<file path="src/rtl/icon_pkg.sv">
// rtl/icon_pkg.sv - shared icon geometry, transparency key and row-state type
// Purpose: constants and the per-frame row-state encoding used by every
// sprite reader (cursor, brick, tank).
package icon_pkg;
  localparam int         ICON_W     = 40;
  localparam int         ICON_H     = 40;
  localparam logic [7:0] TRANSP_KEY = 8'hFF;

  typedef enum logic [1:0] {
    IDLE   = 2'd0,
    ACTIVE = 2'd1,
    DONE   = 2'd2
  } row_state_t;
endpackage

</file>
<file path="src/rtl/icon_row_tracker.sv">
// rtl/icon_row_tracker.sv - per-frame icon row state machine with incremental row base
// Purpose: follows the raster line by line, enters the icon on the line that
// matches the latched top edge and steps row_base by ICON_W per line.
// Ports:
//   clk, rst     pixel clock, asynchronous active-high reset
//   frame_start  forces IDLE for the coming frame
//   pix_valid    visible pixel qualifier
//   vcount       current line
//   py_q         latched icon top line
//   row_base     row start address seen by the current pixel
//   active       current pixel lies on an icon row
module icon_row_tracker
  import icon_pkg::*;
#(
  parameter int ICON_W  = icon_pkg::ICON_W,
  parameter int ICON_H  = icon_pkg::ICON_H,
  parameter int ADDR_W  = 11,
  parameter int COORD_W = 11
) (
  input  logic               clk,
  input  logic               rst,
  input  logic               frame_start,
  input  logic               pix_valid,
  input  logic [COORD_W-1:0] vcount,
  input  logic [COORD_W-1:0] py_q,
  output logic [ADDR_W-1:0]  row_base,
  output logic               active
);
  localparam int ROW_W = $clog2(ICON_H);

  row_state_t         state_q, state_d;
  logic [COORD_W-1:0] last_v_q, last_v_d;
  logic [ROW_W-1:0]   row_q, row_d;
  logic [ADDR_W-1:0]  base_q, base_d;
  logic               new_line;

  assign new_line = pix_valid && (vcount != last_v_q);

  always_ff @(posedge clk or posedge rst) begin
    if (rst) begin
      state_q  <= IDLE;
      last_v_q <= '1;
      row_q    <= '0;
      base_q   <= '0;
    end else begin
      state_q  <= state_d;
      last_v_q <= last_v_d;
      row_q    <= row_d;
      base_q   <= base_d;
    end
  end

  always_comb begin
    state_d  = state_q;
    last_v_d = last_v_q;
    row_d    = row_q;
    base_d   = base_q;
    if (frame_start) begin
      // Forgetting the previous line makes the first visible pixel of the new
      // frame a new line even if it repeats the last line number seen.
      state_d  = IDLE;
      last_v_d = '1;
    end else if (new_line) begin
      last_v_d = vcount;
      case (state_q)
        IDLE: begin
          if (vcount == py_q) begin
            state_d = ACTIVE;
            row_d   = '0;
            base_d  = '0;
          end
        end
        ACTIVE: begin
          if (row_q == ROW_W'(ICON_H - 1)) begin
            state_d = DONE;
          end else begin
            row_d  = row_q + 1'b1;
            base_d = base_q + ADDR_W'(ICON_W);
          end
        end
        default: ;
      endcase
    end
  end

  // The pixel that causes a row update already belongs to the updated row.
  assign row_base = base_d;
  assign active   = (state_d == ACTIVE);
endmodule

</file>
<file path="src/rtl/icon_sprite_reader.sv">
// rtl/icon_sprite_reader.sv - 40x40 icon ROM reader producing transparency-keyed pixels
// Purpose: latches the icon position per frame, generates ROM addresses as
// row_base + column and registers the keyed ROM byte two cycles after the pixel.
// Ports:
//   clk, rst                pixel clock, asynchronous active-high reset
//   pix_valid, hcount, vcount   raster position from the timing generator
//   frame_start             pulse before the first visible line; latches pos_x/pos_y
//   pos_x, pos_y            requested icon top-left
//   icon_addr, icon_data    ROM address (registered) and combinational ROM data
//   pix_out, pix_hit, pix_out_valid   keyed pixel, opaque flag, visible qualifier
module icon_sprite_reader
  import icon_pkg::*;
#(
  parameter int                ICON_W     = icon_pkg::ICON_W,
  parameter int                ICON_H     = icon_pkg::ICON_H,
  parameter int                ADDR_W     = 11,
  parameter int                DATA_W     = 8,
  parameter int                COORD_W    = 11,
  parameter logic [DATA_W-1:0] TRANSP_KEY = icon_pkg::TRANSP_KEY
) (
  input  logic               clk,
  input  logic               rst,
  input  logic               pix_valid,
  input  logic [COORD_W-1:0] hcount,
  input  logic [COORD_W-1:0] vcount,
  input  logic               frame_start,
  input  logic [COORD_W-1:0] pos_x,
  input  logic [COORD_W-1:0] pos_y,
  output logic [ADDR_W-1:0]  icon_addr,
  input  logic [DATA_W-1:0]  icon_data,
  output logic [DATA_W-1:0]  pix_out,
  output logic               pix_hit,
  output logic               pix_out_valid
);
  logic [COORD_W-1:0] px_q, py_q, col;
  logic [ADDR_W-1:0]  row_base;
  logic               row_active, in_box, in_box_d, valid_d, opaque;

  always_ff @(posedge clk or posedge rst) begin
    if (rst) begin
      px_q <= '0;
      py_q <= '0;
    end else if (frame_start) begin
      px_q <= pos_x;
      py_q <= pos_y;
    end
  end

  icon_row_tracker #(
    .ICON_W  (ICON_W),
    .ICON_H  (ICON_H),
    .ADDR_W  (ADDR_W),
    .COORD_W (COORD_W)
  ) u_row_tracker (
    .clk         (clk),
    .rst         (rst),
    .frame_start (frame_start),
    .pix_valid   (pix_valid),
    .vcount      (vcount),
    .py_q        (py_q),
    .row_base    (row_base),
    .active      (row_active)
  );

  // Pixels left of the icon wrap to large values and fail the width compare.
  assign col    = hcount - px_q;
  assign in_box = pix_valid && !frame_start && row_active && (col < COORD_W'(ICON_W));
  assign opaque = in_box_d && (icon_data != TRANSP_KEY);

  always_ff @(posedge clk or posedge rst) begin
    if (rst) begin
      icon_addr     <= '0;
      in_box_d      <= 1'b0;
      valid_d       <= 1'b0;
      pix_out       <= '0;
      pix_hit       <= 1'b0;
      pix_out_valid <= 1'b0;
    end else begin
      if (in_box) begin
        icon_addr <= row_base + col[ADDR_W-1:0];
      end
      in_box_d      <= in_box;
      valid_d       <= pix_valid;
      pix_hit       <= opaque;
      pix_out       <= opaque ? icon_data : '0;
      pix_out_valid <= valid_d;
    end
  end
endmodule

</file>
<file path="config.mk">
export PLATFORM = sky130hd
export DESIGN_NAME = icon_sprite_reader
export DESIGN_NICKNAME = d
export VERILOG_FILES = /design/src/rtl/icon_pkg.sv /design/src/rtl/icon_row_tracker.sv /design/src/rtl/icon_sprite_reader.sv
export SDC_FILE = /design/constraint.sdc
export NUM_CORES = 1
export LEC_CHECK = 0
export CAP_MARGIN = 0
export CORE_ASPECT_RATIO = 1.4
export CORE_MARGIN = 4
export CORE_UTILIZATION = 30
export DETAILED_ROUTE_END_ITERATION = 12
export HOLD_SLACK_MARGIN = 0.08
export PLACE_DENSITY = 0.62
export SYNTH_ARGS = -nofsm -noshare
export SYNTH_HDL_FRONTEND = slang
export SYNTH_SLANG_ARGS = --single-unit
</file>
<file path="constraint.sdc">
create_clock -name clk -period 3.8 [get_ports clk]
set_input_delay 1.14 -clock clk [delete_from_list [all_inputs] [get_ports clk]]
set_output_delay 1.14 -clock clk [all_outputs]
set_load 0.01 [all_outputs]
</file>
# After elaboration in Yosys (flattened, before gate mapping)
# Index checks and enable logic that the tools add are counted.
[classes] bitwise=1 magnitude_cmp=1 reduce_logical=10 n_eq_ne=8 n_mux=16 addsub=4
[op_table] operator="$mux 11" count=6
[op_table] operator="$pmux 11 s2" count=1
[op_table] operator="$mux 6" count=2
[op_table] operator="$pmux 6 s2" count=1
[op_table] operator="$add 11x11->11" count=1
[op_table] operator="$add 11x6->11 const B" count=1
[op_table] operator="$eq 11x11->1" count=1
[op_table] operator="$lt 11x6->1 const B" count=1
[op_table] operator="$ne 11x11->1" count=1
[op_table] operator="$sub 11x11->11" count=1
[op_table] operator="$mux 2" count=4
[op_table] operator="$mux 8" count=1
[op_table] operator="$ne 8x8->1 const B" count=1
[op_table] operator="$add 6x1->6 const B" count=1
[op_table] operator="$eq 6x6->1 const B" count=1
[op_table] operator="$logic_and 1x1->1" count=5
[op_table] operator="$reduce_and 5->1" count=1
[op_table] operator="$eq 2x1->1 const B" count=2
[op_table] operator="$pmux 2 s2" count=1
[op_table] operator="$reduce_bool 2->1" count=2
[op_table] operator="$logic_not 2->1" count=1
[op_table] operator="$ne 2x1->1 const B" count=1
[op_table] operator="$ne 2x2->1 const B" count=1
[op_table] operator="$logic_not 1->1" count=1
[op_table] operator="$not 1->1" count=1
[word_totals] out_inout_bits=21 in_bits=56 register_bits=75

# Logic depth before layout (Yosys ltp)
[depth] ltp_word=8 mapped_depth=17 depth_no_buf=15

# Hierarchy
# From an unflattened synthesis, not the netlist that was laid out.
[hier_totals] hier_cells=408 hier_area_um2=4309.1
[modules_own_cells] module="icon_sprite_reader" cells_each=229 seq_area_each_um2=1126.1 area_each_um2=2521.2 instances=1
[modules_own_cells] module="icon_row_tracker" cells_each=179 seq_area_each_um2=764.5 area_each_um2=1788.0 instances=1

# Least setup slack after synthesis
# Ideal clock, no wire load.
[synth_timing] path_type="input-to-reg" startpoint="in frame_start" endpoint="reg icon_addr[10]" path_buffers=2 setup_time_ps=125 t_arrival_ps=4349 required_time_ps=3675 path_stages=15 slack_ps=-674 path_cell_list="clkbuf_1 > inv_1 > nand2_1 > or2_2 > clkbuf_1 > a211o_1 > or4_1 > mux2i_1 > nor2_1 > ha_1 > or4_1 > o22ai_1 > o21ai_0 > xor2_1 > mux2_2"
[synth_lines] element="start: declaration" line_no="icon_sprite_reader.sv:26" source="input logic frame_start,"
[synth_lines] element="$mux 11" line_no="icon_row_tracker.sv:58" source="if (frame_start) begin"
[synth_lines] element="named net row_base[4]" line_no="icon_sprite_reader.sv:36" source="logic [ADDR_W-1:0] row_base;"
[synth_lines] element="$add 11x11->11" line_no="icon_sprite_reader.sv:80" source="icon_addr <= row_base + col[ADDR_W-1:0];"
[synth_lines] element="end signal: assignment" line_no="icon_sprite_reader.sv:80"
[synth_lines] element="end: declaration" line_no="icon_sprite_reader.sv:29" source="output logic [ADDR_W-1:0] icon_addr,"
# The timed path passes the listed nets, and every way through them passes these cells.
# A chain may end at the register's enable or synchronous reset.

# Final worst setup path
[layout_timing] startpoint="in vcount[7]" endpoint="reg icon_addr[10]"
[layout_lines] element="start: declaration" line_no="icon_sprite_reader.sv:25" source="input logic [COORD_W-1:0] vcount,"
[layout_lines] element="$eq 11x11->1" line_no="icon_row_tracker.sv:67" source="if (vcount == py_q) begin"
[layout_lines] element="$mux 11" line_no="icon_row_tracker.sv:67"
[layout_lines] element="$pmux 11 s2" line_no="icon_row_tracker.sv:65" source="case (state_q)"
[layout_lines] element="$mux 11 (*)" line_no="icon_row_tracker.sv:63" source="end else if (new_line) begin"
[layout_lines] element="$mux 11 (*)" line_no="icon_row_tracker.sv:58"
[layout_lines] element="named net row_base[4]" line_no="icon_sprite_reader.sv:36"
[layout_lines] element="$add 11x11->11 (*)" line_no="icon_sprite_reader.sv:80"
# The timed path passes the listed nets; every way through them passes the cells marked *.

==> results by group <==
Clocking
  – Clk slew on worst S/H paths: ~0.06 ns
  – Post-CTS Hold Buffers: 0
  – Root Buffer: clkbuf_16
  – Skew-Pair Late Insertion Delay: ~0.34 ns
  – Clk buf depth: 2
  – Cts bufs inserted: 9
  – CTS tree: done
  – Depth of the CTS H-tree: 3
  – Clock sinks: 75

Power and ir drop
  – Reg power frac: 36.1%
  – NetSw: roughly 0.64 mW
  – Max IR drop VDD: 0.1829 mV
  – Pwr per Cell Area: approximately 370 mW/mm²
  – Tot Pwr: 2.376 mW
  – Clk network pwr share: 38.6%
  – Comb pwr share: roughly a quarter
  – Int Pwr: ~1.7 mW
  – Switching share of power: 26.85%
  – Pleak: 2.869 nW

Global routing
  – First-pass GRT wire length: between 15000 and 20000 µm
  – Pin count of the biggest net entering global routing: 46
  – GR Util All Layers: 13.43%
  – GRT overflow: 0
  – Initial antenna violation count: 0
  – Vias in the first global route: 3726

Logic synthesis
  – Top cell type's share of synthesized area: a little under two fifths
  – Post-Syn Instances: slightly above 400
  – Seq cells post-synth: 75
  – Syn nets: between 400 and 500
  – Number of flops mapped to enable cells by yosys: 0
  – Syn_area_per_cell: 10.43 µm²
  – Largest cells by area after synthesis: dfrtp_1 (38%), dfstp_2 (6.8%), ha_1 (6.4%)
  – Dominant cell type by area after synthesis: dfrtp_1
  – Yosys warnings: 0
  – Sequential area share after synthesis: between 40% and 50%
  – Netlist Area Pre-Place: around 0.0043 mm²
  – Post-synth ARST share: between 90% and 100%
  – Netlist cell types: 50
  – Most used flip-flop cell after synthesis: dfrtp_1

Worst hold path
  – Min-delay src: valid_d$_DFF_PP0_
  – Hold EP: pix_out_valid$_DFF_PP0_
  – Min-Delay Path Class: reg -> reg
  – Hold Path Depth: 0

Cells and area
  – N_diodes: 0
  – Most common cell after layout, fill and taps aside: buf_4
  – Post-Layout Cell Count: 750
  – Final instance area: ~0.0064 mm²
  – Leading cell types in the layout, fill and taps excluded: buf_4 (71), dfrtp_1 (64), clkdlybuf4s50_1 (59), nand2_1 (36), o21ai_0 (23)
  – Layout cell share with drive strength beyond 1: 34.16%
  – Nets: between 600 and 700
  – Area delta synth->final: 50.10%
  – Fin util: about 46%

Worst setup path
  – R2R cell count: 13
  – R2R Setup Slk: about 0.2 ns
  – Crit path arrival time: around 4.3 ns
  – RR Endpoint: icon_addr[10]$_DFFE_PP0P_
  – CP max FO: 4
  – Crit. Startpoint: vcount[7]
  – Startpoint Class: primary input
  – Worst EP required: roughly 4 ns
  – CP Class: in -> reg
  – Critical Path End Type: flop
  – Reg-to-Reg Start: py_q[7]$_DFFE_PP0P_

STA
  – Fin. Hold Viols: 0
  – Max_slew headroom: between 50% and 60%
  – Unrepaired setup endpoints after global routing: true
  – Fin crit share: 106.1%
  – Final Critical Period: between 4 and 5 ns
  – Worst Skew: about 0.0039 ns
  – FMAX: roughly 250 MHz
  – Hold slack: between 0.3 and 0.4 ns
  – Final slew viol count: 0
  – Setup TNS Final: -0.8797 ns
  – Worst setup margin: -0.2331 ns
  – Slew @ Worst Pin: ~0.67 ns
  – Final setup violation count: 4

Drt
  – Total Wirelength: approximately 11000 µm
  – Drt wl/cell: between 10 and 15 µm
  – Remaining DRCs: 0
  – Routed vias/inst: approximately 4.7
  – Drt pass-1 iters: 4
  – Vias: between 3000 and 4000
  – DR iter-0 viols: roughly 130
  – Post-DRT Antenna Nets: 0

Placement
  – Post-placement cell area: 0.005776 mm²
  – RD Place Congestion: about 0.8
  – Post-DP HPWL: just under 8000 µm
  – Inst Count DP: ~730
  – Pre-CTS setup slack: -1.055 ns
  – # port buffers: 76

Job
  – Max cap viols: 0

Status
  – Failing checks: setup timing
  – Status: finished, violations left

Die
  – Die Wd: between 100 and 150 µm
  – Core area: roughly 0.014 mm²
  – Die height: 149.1 µm
  – Die area: ~0.016 mm²
  – Ports: 77
  – Initial core utilization: 30.68%
  – Row count: 51
-- sequential cells by signal, summed over array words and instances (netlist names), 2 cells and up --
signal / flops
u_row_tracker.row_q: 6
icon_addr: 11
pix_out: 8
u_row_tracker.base_q: 11
py_q: 11
u_row_tracker.state_q: 2
u_row_tracker.last_v_q: 11
px_q: 11
-- how the worst max path moves through the flow --
| stage | endpoint | slack, ns | cells after the start |
|---|---|---|---|
| floorplan | icon_addr[9]$_DFFE_PP0P_ | -0.30 | 14 |
| global placement | icon_addr[9]$_DFFE_PP0P_ | -1.02 | 15 |
| detailed placement | icon_addr[10]$_DFFE_PP0P_ | -1.05 | 14 |
| CTS | icon_addr[9]$_DFFE_PP0P_ | -0.43 | 15 |
| global route | icon_addr[10]$_DFFE_PP0P_ | -0.33 | 14 |
| finish | icon_addr[10]$_DFFE_PP0P_ | -0.23 | 14 |
-- cell families after synthesis --
group                    synth area share, %
flip-flops                             44.30
AO/OA/AOI/OAI                          11.49
AND/OR/NAND/NOR                        14.78
multiplexers                           10.06
adder cells (fa/ha/maj)                7.388
XOR/XNOR                               8.209
buffers and inverters                  3.782
-- routing by layer --
metal  up-vias  global-route usage (%)  routed length [µm]
li1       1739                       -                   -
met1      1688                   15.75                4193
met2        74                   23.48                5790
met3        19                   2.815                 537
met4         0                   5.622                 160
met5         -                       0                   0
-- cell usage after synthesis, types with 3 or more instances --
cell	instances
ha_1	22
mux2i_1	14
nand2_1	36
o31ai_1	3
dfstp_2	11
a21oi_1	13
nand2b_1	4
nand4_1	6
clkbuf_1	9
nor2_1	18
and2_1	9
mux2_2	15
nand3_1	8
xnor2_1	19
nor2b_1	6
dfrtp_1	64
a22o_1	4
mux2_4	8
o21ai_0	27
nor3_1	8
a21o_1	4
or4_1	4
xor2_1	21
or2_2	3
o21a_1	7
inv_1	25
nor4_1	9
-- power groups by stage --
stage	registers (mW)	logic, mW	clock network, mW
finish	0.858	0.600	0.918
global route	0.862	0.663	0.983
CTS	0.857	0.542	0.948
detailed placement	0.870	0.527	0
global placement	0.869	0.516	0
floorplan	0.865	0.297	0
-- worst max-delay path: stages --
cell     delay, ns
buf_6         0.10
xor2_2        0.14
nor4_2        0.34
nand3_1       0.18
a211o_4       0.36
or4_4         0.44
mux2i_1       0.19
nor2_1        0.08
ha_2          0.22
or4_1         0.43
o22ai_2       0.16
o21ai_2       0.09
xor2_1        0.13
mux2_2        0.25
-- cell type report --
cell class,count,area (µm²)
Timing Repair Buffer,152,1334
Clock inverter,6,90.09
Inverter,25,96.34
Tap cell,185,231.5
Sequential cell,75,1891
Fill cell,1361,7505
Clock buffer,10,229.0
Multi-Input combinational cell,297,2535
-- what timing repair did --
item                                    CTS  global route
resized for setup                        56            48
endpoints found under the setup margin   11            12
gates cloned                              0             1
buffers inserted                          1             4
pin swaps                                24            29
Note: power is estimated with default switching activity, not from simulation.
